### src/rtl/fft_pkg.sv
// Shared definitions for the FFT front end: point-size mode encodings,
// framer state encodings and the mapping from mode to frame length.
package fft_pkg;

    localparam logic [2:0] MODE64  = 3'b001;
    localparam logic [2:0] MODE256 = 3'b011;

    typedef enum logic [1:0] {
        ST_IDLE  = 2'd0,
        ST_RUN   = 2'd1,
        ST_PAD   = 2'd2,
        ST_DRAIN = 2'd3
    } framer_state_e;

    function automatic logic [9:0] mode_to_n(input logic [2:0] mode);
        return (mode == MODE64) ? 10'd64 : 10'd256;
    endfunction

endpackage

### src/rtl/fft_input_framer.sv
// Frames a stream of ADC samples into fixed-length FFT input frames, zero
// padding a frame whose samples stop arriving, and sequencing multi-frame bursts.
module fft_input_framer
    import fft_pkg::*;
#(
    parameter int WIDTH   = 16,
    parameter int TIMEOUT = 16
) (
    input  logic             clock,
    input  logic             reset,
    input  logic [2:0]       cfg_mode,
    input  logic [7:0]       cfg_frames,
    input  logic             start,
    input  logic             stop,
    input  logic             adc_valid,
    input  logic [WIDTH-1:0] adc_re,
    input  logic [WIDTH-1:0] adc_im,
    output logic [2:0]       mode_di_sel,
    output logic             data_di_en,
    output logic [WIDTH-1:0] data_di_re,
    output logic [WIDTH-1:0] data_di_im,
    output logic             frame_sof,
    output logic             frame_eof,
    output logic             busy,
    output logic             done,
    output logic             pad_flag,
    output logic             err_mode,
    output logic [7:0]       frame_cnt,
    output logic [1:0]       dbg_state
);

    localparam logic [15:0] IDLE_LAST = 16'(TIMEOUT - 1);

    framer_state_e    state_q, state_d;
    logic [2:0]       mode_q, mode_d;
    logic [7:0]       frames_q, frames_d;
    logic [7:0]       frame_cnt_q, frame_cnt_d;
    logic [9:0]       samp_cnt_q, samp_cnt_d;
    logic [15:0]      idle_q, idle_d;
    logic             stop_pend_q, stop_pend_d;
    logic             busy_q, busy_d;
    logic             done_q, done_d;
    logic             pad_flag_q, pad_flag_d;
    logic             err_mode_q, err_mode_d;
    logic             data_di_en_q, data_di_en_d;
    logic             frame_sof_q, frame_sof_d;
    logic             frame_eof_q, frame_eof_d;
    logic [WIDTH-1:0] data_di_re_q, data_di_re_d;
    logic [WIDTH-1:0] data_di_im_q, data_di_im_d;
    logic [9:0]       last_idx;
    logic             emit;

    assign last_idx = mode_to_n(mode_q) - 10'd1;

    always_comb begin
        state_d      = state_q;
        mode_d       = mode_q;
        frames_d     = frames_q;
        frame_cnt_d  = frame_cnt_q;
        samp_cnt_d   = samp_cnt_q;
        idle_d       = idle_q;
        stop_pend_d  = stop_pend_q;
        busy_d       = busy_q;
        pad_flag_d   = pad_flag_q;
        err_mode_d   = err_mode_q;
        done_d       = 1'b0;
        data_di_en_d = 1'b0;
        frame_sof_d  = 1'b0;
        frame_eof_d  = 1'b0;
        data_di_re_d = '0;
        data_di_im_d = '0;
        emit         = 1'b0;

        case (state_q)
            ST_IDLE: begin
                if (start) begin
                    // Unsupported point sizes fall back to 256 and are flagged.
                    if (cfg_mode == MODE64 || cfg_mode == MODE256) begin
                        mode_d     = cfg_mode;
                        err_mode_d = 1'b0;
                    end else begin
                        mode_d     = MODE256;
                        err_mode_d = 1'b1;
                    end
                    frames_d    = cfg_frames;
                    frame_cnt_d = '0;
                    samp_cnt_d  = '0;
                    idle_d      = '0;
                    stop_pend_d = 1'b0;
                    pad_flag_d  = 1'b0;
                    busy_d      = 1'b1;
                    state_d     = ST_RUN;
                end
            end
            ST_RUN: begin
                if (stop) stop_pend_d = 1'b1;
                if (adc_valid) begin
                    emit         = 1'b1;
                    data_di_re_d = adc_re;
                    data_di_im_d = adc_im;
                    idle_d       = '0;
                end else if (samp_cnt_q != 10'd0) begin
                    if (idle_q == IDLE_LAST) begin
                        state_d    = ST_PAD;
                        pad_flag_d = 1'b1;
                        idle_d     = '0;
                    end else begin
                        idle_d = idle_q + 16'd1;
                    end
                end
            end
            ST_PAD: begin
                if (stop) stop_pend_d = 1'b1;
                emit = 1'b1;
            end
            ST_DRAIN: begin
                done_d  = 1'b1;
                busy_d  = 1'b0;
                state_d = ST_IDLE;
            end
            default: state_d = ST_IDLE;
        endcase

        // Shared sample emission for real and padded samples; a stop arriving
        // with the last sample still ends the burst on this frame.
        if (emit) begin
            data_di_en_d = 1'b1;
            frame_sof_d  = (samp_cnt_q == 10'd0);
            frame_eof_d  = (samp_cnt_q == last_idx);
            if (samp_cnt_q == last_idx) begin
                samp_cnt_d  = '0;
                idle_d      = '0;
                frame_cnt_d = frame_cnt_q + 8'd1;
                if ((frames_q != 8'd0 && frame_cnt_d == frames_q) || stop_pend_d)
                    state_d = ST_DRAIN;
                else
                    state_d = ST_RUN;
            end else begin
                samp_cnt_d = samp_cnt_q + 10'd1;
            end
        end
    end

    always_ff @(posedge clock or posedge reset) begin
        if (reset) begin
            state_q      <= ST_IDLE;
            mode_q       <= MODE256;
            frames_q     <= '0;
            frame_cnt_q  <= '0;
            samp_cnt_q   <= '0;
            idle_q       <= '0;
            stop_pend_q  <= 1'b0;
            busy_q       <= 1'b0;
            done_q       <= 1'b0;
            pad_flag_q   <= 1'b0;
            err_mode_q   <= 1'b0;
            data_di_en_q <= 1'b0;
            frame_sof_q  <= 1'b0;
            frame_eof_q  <= 1'b0;
            data_di_re_q <= '0;
            data_di_im_q <= '0;
        end else begin
            state_q      <= state_d;
            mode_q       <= mode_d;
            frames_q     <= frames_d;
            frame_cnt_q  <= frame_cnt_d;
            samp_cnt_q   <= samp_cnt_d;
            idle_q       <= idle_d;
            stop_pend_q  <= stop_pend_d;
            busy_q       <= busy_d;
            done_q       <= done_d;
            pad_flag_q   <= pad_flag_d;
            err_mode_q   <= err_mode_d;
            data_di_en_q <= data_di_en_d;
            frame_sof_q  <= frame_sof_d;
            frame_eof_q  <= frame_eof_d;
            data_di_re_q <= data_di_re_d;
            data_di_im_q <= data_di_im_d;
        end
    end

    assign mode_di_sel = mode_q;
    assign data_di_en  = data_di_en_q;
    assign data_di_re  = data_di_re_q;
    assign data_di_im  = data_di_im_q;
    assign frame_sof   = frame_sof_q;
    assign frame_eof   = frame_eof_q;
    assign busy        = busy_q;
    assign done        = done_q;
    assign pad_flag    = pad_flag_q;
    assign err_mode    = err_mode_q;
    assign frame_cnt   = frame_cnt_q;
    assign dbg_state   = state_q;

endmodule
### config.mk
export PLATFORM = sky130hd
export DESIGN_NAME = fft_input_framer
export DESIGN_NICKNAME = d
export VERILOG_FILES = /design/src/rtl/fft_pkg.sv /design/src/rtl/fft_input_framer.sv
export SDC_FILE = /design/constraint.sdc
export NUM_CORES = 1
export LEC_CHECK = 0
export CORE_MARGIN = 1.5
export CORE_UTILIZATION = 45
export CTS_CLUSTER_SIZE = 30
export DETAILED_ROUTE_END_ITERATION = 6
export HOLD_SLACK_MARGIN = 0.08
export PLACE_DENSITY = 0.76
export SLEW_MARGIN = 20
export SYNTH_ARGS = -nofsm -noshare
export SYNTH_HDL_FRONTEND = slang
export SYNTH_SLANG_ARGS = --single-unit
### constraint.sdc
create_clock -name clock -period 2.85 [get_ports clock]
set_clock_uncertainty 0.2 [all_clocks]
set_input_delay 0.57 -clock clock [delete_from_list [all_inputs] [get_ports clock]]
set_output_delay 0.57 -clock clock [all_outputs]
set_load 0.05 [all_outputs]
Word level (Yosys, flattened, before mapping)
Index checks and enable logic that the tools add are counted.
W data, S select, Z words.
- flip-flop bits (word level): 87
- input bits: 48
- $add $sub $neg: 4
- eq/ne operators: 13
- muxes and demuxes: 46
- reductions and logical operators: 16
- operators with widths (kind ; number):
    $mux W16 ; 10
    $mux W10 ; 4
    $mux W8 ; 4
    $pmux W16 S2 ; 1
    $add A16 B1 Y16 const B ; 1
    $eq A16 B4 Y1 const B ; 1
    $mux W2 ; 7
    $mux W1 ; 13
    $add A10 B1 Y10 const B ; 1
    $eq A10 B10 Y1 ; 1
    $logic_not A10 Y1 ; 1
    $reduce_bool A10 Y1 ; 1
    $sub A9 B1 Y10 const B ; 1
    $mux W9 ; 1
    $add A8 B1 Y8 const B ; 1
    $eq A8 B8 Y1 ; 1
    $ne A2 B2 Y1 const B ; 4
    $pmux W1 S2 ; 4
    $reduce_bool A2 Y1 ; 4
    $reduce_bool A8 Y1 ; 1
    $eq A3 B1 Y1 const B ; 2
    $pmux W2 S3 ; 1
    $reduce_and A2 Y1 ; 3
    $reduce_and A5 Y1 ; 1
    other kinds (8) ; 10

Depth between registers and ports, before layout
Gate-level depths: netlist of the first run.
- word-level depth: 7
- mapped depth: 10
- gate-level depth less buffers: 9

Worst setup path before layout of the first run
No wires, ideal clock.
- kind: reg2reg
- start: reg state_q[1] (netlist: dbg_state[1])
- end: reg frame_cnt_q[2] (netlist: frame_cnt[2])
- data arrival time: 2334 ps
- setup slack: 195 ps
- cell stages (with the launch flop): 10
- buffers on the path: 1
- period minus slack after synthesis: 2655 ps
- path through: dfrtp_1 -> inv_1 -> ha_1 -> and2_0 -> o21ai_0 -> inv_1 -> nand3_1 -> buf_1 -> o21bai_1 -> a22o_1
- cells in the longest elaborated chain, start to end: 4
- RTL lines (element ; line ; RTL):
    start, declared ; fft_input_framer.sv:34 ; framer_state_e state_q, state_d;
    start signal, assigned ; fft_input_framer.sv:163 ; state_q <= state_d;
    $logic_not A2 Y1 ; fft_input_framer.sv:74 ; case (state_q)
    $mux W8 ; fft_input_framer.sv:74 ;
    $mux W8 ; fft_input_framer.sv:130 ; if (samp_cnt_q == last_idx) begin
    $mux W8 (*) ; fft_input_framer.sv:126 ; if (emit) begin
    named net frame_cnt_d[2] ; fft_input_framer.sv:37 ; logic [7:0] frame_cnt_q, frame_cnt_d;
    end signal, assigned ; fft_input_framer.sv:166 ; frame_cnt_q <= frame_cnt_d;
    end, declared ; fft_input_framer.sv:37 ;
The timed path passes the listed nets; every way through them passes the cells marked *.
A chain may end at the register's enable or synchronous reset.

Worst setup path after layout of the first run
- start: reg samp_cnt_q[0]
- end: reg idle_q[3]
- cells in the longest elaborated chain, start to end: 6
- RTL lines (element ; line ; RTL):
    start, declared ; fft_input_framer.sv:38 ; logic [9:0] samp_cnt_q, samp_cnt_d;
    start signal, assigned ; fft_input_framer.sv:167 ; samp_cnt_q <= samp_cnt_d;
    $reduce_bool A10 Y1 ; fft_input_framer.sv:102 ; end else if (samp_cnt_q != 10'd0) begin
    $mux W16 ; fft_input_framer.sv:102 ;
    $mux W16 ; fft_input_framer.sv:97 ; if (adc_valid) begin
    $pmux W16 S2 ; fft_input_framer.sv:74 ;
    $mux W16 ; fft_input_framer.sv:130 ;
    $mux W16 (*) ; fft_input_framer.sv:126 ;
    named net idle_d[3] ; fft_input_framer.sv:39 ; logic [15:0] idle_q, idle_d;
    end signal, assigned ; fft_input_framer.sv:168 ; idle_q <= idle_d;
    end, declared ; fft_input_framer.sv:39 ;
Marks and branches as above.

==> metrics.md, run 1 <==
| Metric | Value |
|---|---|
| RePlAce Congestion | `0.861` |
| Delay-heaviest family, CP | `compound AO/OA/AOI/OAI gates` |
| Vias in the first global route | `3458` |
| CTS tree | `built` |
| I/O Buffers | `between 90 and 100` |
| Leakage Power | `roughly 2.5 nW` |
| Initial Util | `0.459` |
| Crit path DAT | `2700 ps` |
| HP Class | `reg2reg` |
| Area leader, netlist | `dfrtp_1` |
| Worst Tran Pin Value | `~570 ps` |
| Endpoints failing setup | `0` |
| Area occupied by multi-input gates | `1840 µm²` |
| Final period util | `0.931` |
| Status | `finished, final reports clean` |
| Synthesis-stage register bit count | `87` |
| CTS resizes | `0` |
| Slowest stage delay, CP | `490 ps` |
| Core area | `roughly 9100 µm²` |
| Worst path cell trace | `inv_1 -> ha_1 -> or3b_2 -> o31a_1 -> a21oi_4 -> buf_4 -> o21ai_0 -> a221oi_1` |
| Detail Route Antenna Nets | `0` |
| Ant. Diodes | `0` |
| Clock Pin Slew Worst Setup and Hold Paths | `100 ps` |
| Die span in y | `99.4 µm` |
| CP max-delay cell | `or3b_2` |
| Post-Syn Area | `roughly 4200 µm²` |
| CTS max path bufs | `2` |
| H-tree levels | `3` |
| CTS root buf | `clkbuf_8` |
| Final Core Density | `0.612` |
| Setup Buffers After CTS | `0` |
| Post-synth top cells | `dfrtp_1, nand2_1, and3_1` |
| Routed len/inst | `15.7 µm` |
| WL final | `10.1 mm` |
| CTS buffer count | `9` |
| Synthesized instance count | `427` |
| Distinct cell type count after synthesis | `between 50 and 60` |
| Cts hold-fix bufs | `0` |
| Most common cell in the synthesized netlist | `dfrtp_1` |
| Die ar. | `~10000 µm²` |
| Post-route DRC | `0` |
| Area share of the largest cell type after synthesis | `0.508` |
| Post-DP HPWL | `7.18 mm` |
| CP Capture Type | `flop` |
| Sink Count | `87` |
| Post-synth EDFFs | `0` |
| Worst vdd ir | `0.459 mV` |
| CP Max Fanout | `19` |
| DR pass1 iterations | `5` |
| Antenna violations before repair | `0` |
| Worst Path Required | `2900 ps` |
| RSZ-0062 raised after global routing | `no` |
| First-pass GRT wire length | `16.9 mm` |
| Top Ports | `100` |
| Slew HR | `0.616` |
| GRT Util Overall | `0.213` |
| Synth top area cells | `dfrtp_1, and3_1, nand2_1, ha_1, nor2_1` |
| Site Rows | `35` |
| Yosys warns | `0` |
| Fill count | `roughly 750` |
| Total grt overflow | `0` |
| Max Slew Vio Count | `0` |
| Die X | `roughly 100 µm` |
| DRT iter0 DRCs | `about 180` |
| Register area share after synthesis | `0.521` |
| Layout cells sized above 1 | `0.0972` |
| Synth Flop Type | `dfrtp_1` |
| Final net count | `587` |
| Area Overhead vs Synth | `33.1%` |
| Vias per cell | `5.60` |
| Synth async-reset ratio | `1.00` |
| Startpoint types | `flop` |
| Final hold vios | `0` |
| Area occupied by registers | `2180 µm²` |
| Clk_lat worst skew | `roughly 360 ps` |
| Max-cap violations | `0` |
| Net Count, Synth | `484` |
| Pwr dens | `707 nW/µm²` |
| Worst Path Buf+Inv | `2` |
| Final Power | `0.00394 W` |
| Setup tns final | `0 ps` |
| Largest net degree at the start of global routing | `35` |
| Syn avg cell area | `9.80 µm²` |
| DR vias | `3619` |
| Peak Freq | `approximately 380 MHz` |
| Period minus WS final | `2650 ps` |
| Crit Path Category | `reg2reg` |
-- state kept, by name (all words and copies together), names as in the netlist, 2 cells and up --
name,count
samp_cnt_q,10
mode_di_sel,3
data_di_re,16
data_di_im,16
frames_q,8
dbg_state,2
idle_q,16
frame_cnt,8
-- through the flow --
stage / hold slack (ps) / worst slack [ps] / area, µm² / cells
CTS: 311 / 240 / 5570 / 646
global route: 336 / 15.4 / 5570 / 646
global placement: 281 / 261 / 5370 / 630
finish: 303 / 197 / 5570 / 646
floorplan: 263 / 195 / 4190 / 427
detailed placement: 284 / 185 / 5370 / 630
-- area by class of cell --
cell class	count	share of cell area
Clock inverter	7	0.0141
Multi-Input combinational cell	301	0.331
Inverter	14	0.0101
Sequential cell	87	0.391
Tap cell	111	0.0249
Clock buffer	9	0.0222
Timing Repair Buffer	117	0.207
-- kinds of logic after synthesis --
group | synth area share
AO/OA/AOI/OAI | 0.146
XOR/XNOR | 0.0209
adder cells (fa/ha/maj) | 0.0269
buffers and inverters | 0.0389
flip-flops | 0.521
multiplexers | 0.0221
AND/OR/NAND/NOR | 0.225
-- path summary, 6_finish.rpt --
check,startpoint,endpoint,slack (ps),cells after the start
max in group asynchronous,reset,mode_di_sel[1]$_DFFE_PP1P_,1420,3
min reg2reg,err_mode$_DFFE_PP0P_,err_mode$_DFFE_PP0P_,300,1
max reg2reg,samp_cnt_q[0]$_DFFE_PP0P_,idle_q[3]$_DFF_PP0_,200,8
min,err_mode$_DFFE_PP0P_,err_mode$_DFFE_PP0P_,300,1
max,samp_cnt_q[0]$_DFFE_PP0P_,idle_q[3]$_DFF_PP0_,200,8
min in group asynchronous,reset,stop_pend_q$_DFF_PP0_,380,2
-- layout by cell type (no fill, tap or decap), types with 2 or more instances in the layout --
master           netlist  layout
o221a_2                2       2
nor4_1                 6       6
nor3_1                 5       5
nand2b_1               2       2
nand3b_1               3       3
nand3_1               17      17
o31ai_1                2       2
xor2_1                 4       4
xnor2_1                6       6
and3_1                39      39
mux2_2                 2       2
clkdlybuf4s50_1        0      99
o21ai_0               20      20
dfrtp_1               85      85
nand2_1               59      59
nand4_1                6       6
and2_1                 2       2
dfstp_2                2       2
inv_1                 14      13
buf_4                  1      16
a311oi_1               7       7
ha_1                   9       9
nor2_1                27      27
mux2i_1                7       7
a32o_1                 2       2
a211oi_1               4       4
a22o_1                 6       6
clkbuf_8               0       9
a41oi_1                3       3
a211o_1                2       2
nor2b_1                2       2
or2_2                  3       3
a21oi_1               17      17
or3_1                  7       7
clkinvlp_4             0       3
a21o_1                 5       5
a31oi_1                5       5
inv_6                  0       2
and3_2                 2       2
buf_12                 0       2
-- report_power, final --
group | total (W) | internal (W) | leakage, nW | switching, W
Combinational | 0.00149 | 0.000556 | 1.27 | 0.000933
Clock | 0.000899 | 0.000416 | 0.0982 | 0.000483
Sequential | 0.00155 | 0.00142 | 1.16 | 0.000133
-- per-layer routing --
metal / GRT usage / part of all wire
met3: 0.0422 / 0.066
met1: 0.302 / 0.48
met2: 0.326 / 0.44
met4: 0.0802 / 0.020
met5: 0 / 0
Power figures use the tool's default switching activity.
==> inputs of run 2 (changes only) <==
Settings changed: ABC_CLOCK_PERIOD_IN_PS set to 2850, HOLD_SLACK_MARGIN 0.08 to 0.05.
==> results of run 2 <==
Final layout, timing and power as in run 1 (identical DEF).
==> inputs of run 3 (changes only) <==
Settings changed: PLACE_DENSITY 0.76 to 0.73.
==> run 3 against run 2 <==
Sequential share of layout area rose by 0.11 points. Core utilization fell by 0.16 points. Die area did not move. Power rose by 0.28%. Clock-buffer cell count grew 2. Final cell count shrank 0.31%. First-iteration DRC count rose by 26%. Via count rose by 0.44%.
==> metrics.md, run 3 (synthesis results as in run 1) <==
| Metric | Value |
|---|---|
| CP max-delay cell | `or3_2 (was or3b_2)` |
| Sink Count | `87 (unchanged)` |
| H-tree levels | `3 (unchanged)` |
| Pint | `0.00243 W (was 0.00239 W)` |
| Area occupied by registers | `2180 µm² (unchanged)` |
| Clk_lat worst skew | `350 ps (was 360 ps)` |
| WL final | `10.2 mm (was 10.1 mm)` |
| Area Overhead vs Synth | `32.8% (was 33.1%)` |
| Top Ports | `100 (unchanged)` |
| Sw Pwr | `0.00152 W (was 0.00155 W)` |
| Post-DP HPWL | `7.22 mm (was 7.18 mm)` |
| Clock Pin Slew Worst Setup and Hold Paths | `90 ps (was 100 ps)` |
| Setup tns final | `0 ps (unchanged)` |
| CP Max Fanout | `12 (was 19)` |
| Crit path DAT | `2640 ps (was 2700 ps)` |
| Endpoints failing setup | `0 (unchanged)` |
| Slowest stage delay, CP | `580 ps (was 490 ps)` |
| Worst path cell trace | `inv_1 -> ha_1 -> or3b_2 -> or3_2 -> nand4_1 -> o21ai_0 -> a311oi_1 (was inv_1 -> ha_1 -> or3b_2 -> o31a_1 -> a21oi_4 -> buf_4 -> o21ai_0 -> a221oi_1)` |
| CTS resizes | `0 (unchanged)` |
| Worst Path Required | `2890 ps (was 2900 ps)` |
| I/O Buffers | `99 (unchanged)` |
| Comb power frac | `0.376 (was 0.378)` |
| CTS tree | `built (unchanged)` |
| Vias per cell | `5.64 (was 5.60)` |
| Final Core Density | `0.610 (was 0.612)` |
| Vias in the first global route | `3394 (was 3458)` |
| Worst Tran Pin Value | `688 ps (was 572 ps)` |
| Period minus WS final | `2590 ps (was 2650 ps)` |
| Status | `finished, final reports clean (unchanged)` |
| RSZ-0062 raised after global routing | `no (unchanged)` |
| Fill count | `753 (was 747)` |
| Final period util | `0.909 (was 0.931)` |
| Die X | `99.4 µm (unchanged)` |
| CTS root buf | `clkbuf_8 (unchanged)` |
| Total grt overflow | `0 (unchanged)` |
| Area occupied by multi-input gates | `1840 µm² (unchanged)` |
| Setup Buffers After CTS | `0 (unchanged)` |
| Site Rows | `35 (unchanged)` |
| DR vias | `3635 (was 3619)` |
| Routed len/inst | `15.9 µm (was 15.7 µm)` |
| Sequential Power Share | `0.393 (was 0.394)` |
| Core area | `9110 µm² (unchanged)` |
| Startpoint types | `flop (unchanged)` |
| Ant. Diodes | `0 (unchanged)` |
| Detail Route Antenna Nets | `0 (unchanged)` |
| DRT iter0 DRCs | `230 (was 182)` |
| Max Slew Vio Count | `0 (unchanged)` |
| Initial Util | `0.459 (unchanged)` |
| Post-route DRC | `0 (unchanged)` |
| Cts hold-fix bufs | `0 (unchanged)` |
| Worst vdd ir | `0.356 mV (was 0.459 mV)` |
| First-pass GRT wire length | `16.4 mm (was 16.9 mm)` |
| HP Class | `reg2reg (unchanged)` |
| Layout cells sized above 1 | `0.0938 (was 0.0972)` |
| RePlAce Congestion | `0.904 (was 0.861)` |
| Most frequent cells in the layout | `clkdlybuf4s50_1, dfrtp_1, nand2_1, and3_1, nor2_1 (unchanged)` |
| Die ar. | `9890 µm² (unchanged)` |
| CP Capture Type | `flop (unchanged)` |
| Antenna violations before repair | `0 (unchanged)` |
| Die span in y | `99.4 µm (unchanged)` |
| Final net count | `585 (was 587)` |
| Cell Area, Placed | `5340 µm² (was 5370 µm²)` |
| Clock group share of total power | `0.231 (was 0.228)` |
| Final instance area | `5560 µm² (was 5570 µm²)` |
| Leakage Power | `2.53 nW (was 2.54 nW)` |
| Crit Path Category | `reg2reg (unchanged)` |
| Pwr dens | `711 nW/µm² (was 707 nW/µm²)` |
| Largest net degree at the start of global routing | `88 (was 35)` |
| CTS buffer count | `9 (unchanged)` |
| Final hold vios | `0 (unchanged)` |
| Most common cell after layout, fill and taps aside | `clkdlybuf4s50_1 (unchanged)` |
| Sw frac | `0.385 (was 0.393)` |
| Max-cap violations | `0 (unchanged)` |
| Final Power | `0.00395 W (was 0.00394 W)` |
| Peak Freq | `386 MHz (was 377 MHz)` |
| DR pass1 iterations | `5 (unchanged)` |
| CTS max path bufs | `2 (unchanged)` |
| GRT Util Overall | `0.209 (was 0.213)` |
| Slew HR | `0.538 (was 0.616)` |
==> run 3: cell count changes in the layout (fill, tap and decap cells not counted), sizes merged <==
cell	before	now
clkinv	1	2
clkinvlp	3	2
buf	18	16
clkbuf	9	11
inv	16	14
==> run 3: worst max-delay path, delay by kind of cell (launching register included) <==
| kind | cells | cell delay, ps |
|---|---|---|
| simple gates | 3 | 1250 |
| fa+ha+maj | 1 | 150 |
| compound gates | 2 | 390 |
| flops | 1 | 410 |
| buf+inv | 1 | 90 |
==> run 3: final cells by class <==
type                    count  area share
clock buffers              11      0.0272
repair buffers            115       0.202
clock inverters             5      0.0115
flip-flops and latches     87       0.392
multi-input cells         301       0.332
well taps                 111      0.0250
inverters                  14      0.0101
==> run 3: power groups by stage <==
stage	logic [W]	registers [W]	clock network (W)
floorplan	0.000688	0.00188	0
global placement	0.00145	0.00157	0
detailed placement	0.00148	0.00158	0
CTS	0.00149	0.00155	0.000932
global route	0.00161	0.00158	0.000985
finish	0.00149	0.00155	0.000911
==> run 3: through the flow <==
stage,setup WS [ps],std cells,hold slack (ps)
after detailed placement,163,628,284
after global routing,139,644,327
after global placement,250,628,282
final,258,644,305
after CTS,249,644,310
after floorplan,195,427,263
==> run 3: worst paths after layout <==
path                                            from                         end  slack (ps)  cells after the start
max                        samp_cnt_q[0]$_DFFE_PP0P_        idle_q[15]$_DFF_PP0_         260                      7
min                             err_mode$_DFFE_PP0P_        err_mode$_DFFE_PP0P_         300                      1
max reg2reg                samp_cnt_q[0]$_DFFE_PP0P_        idle_q[15]$_DFF_PP0_         260                      7
min reg2reg                     err_mode$_DFFE_PP0P_        err_mode$_DFFE_PP0P_         300                      1
max in group asynchronous                      reset  mode_di_sel[1]$_DFFE_PP1P_        1580                      3
min in group asynchronous                      reset     data_di_re[8]$_DFF_PP0_         490                      3
==> run 3: layer usage <==
metal / GRT usage / routed length, µm / vias up
met2: 0.328 / 4690 / 150
met5: 0 / 0 / -
met3: 0.0358 / 562 / 23
li1: - / - / 1727
met4: 0.0769 / 218 / 0
met1: 0.292 / 4770 / 1735
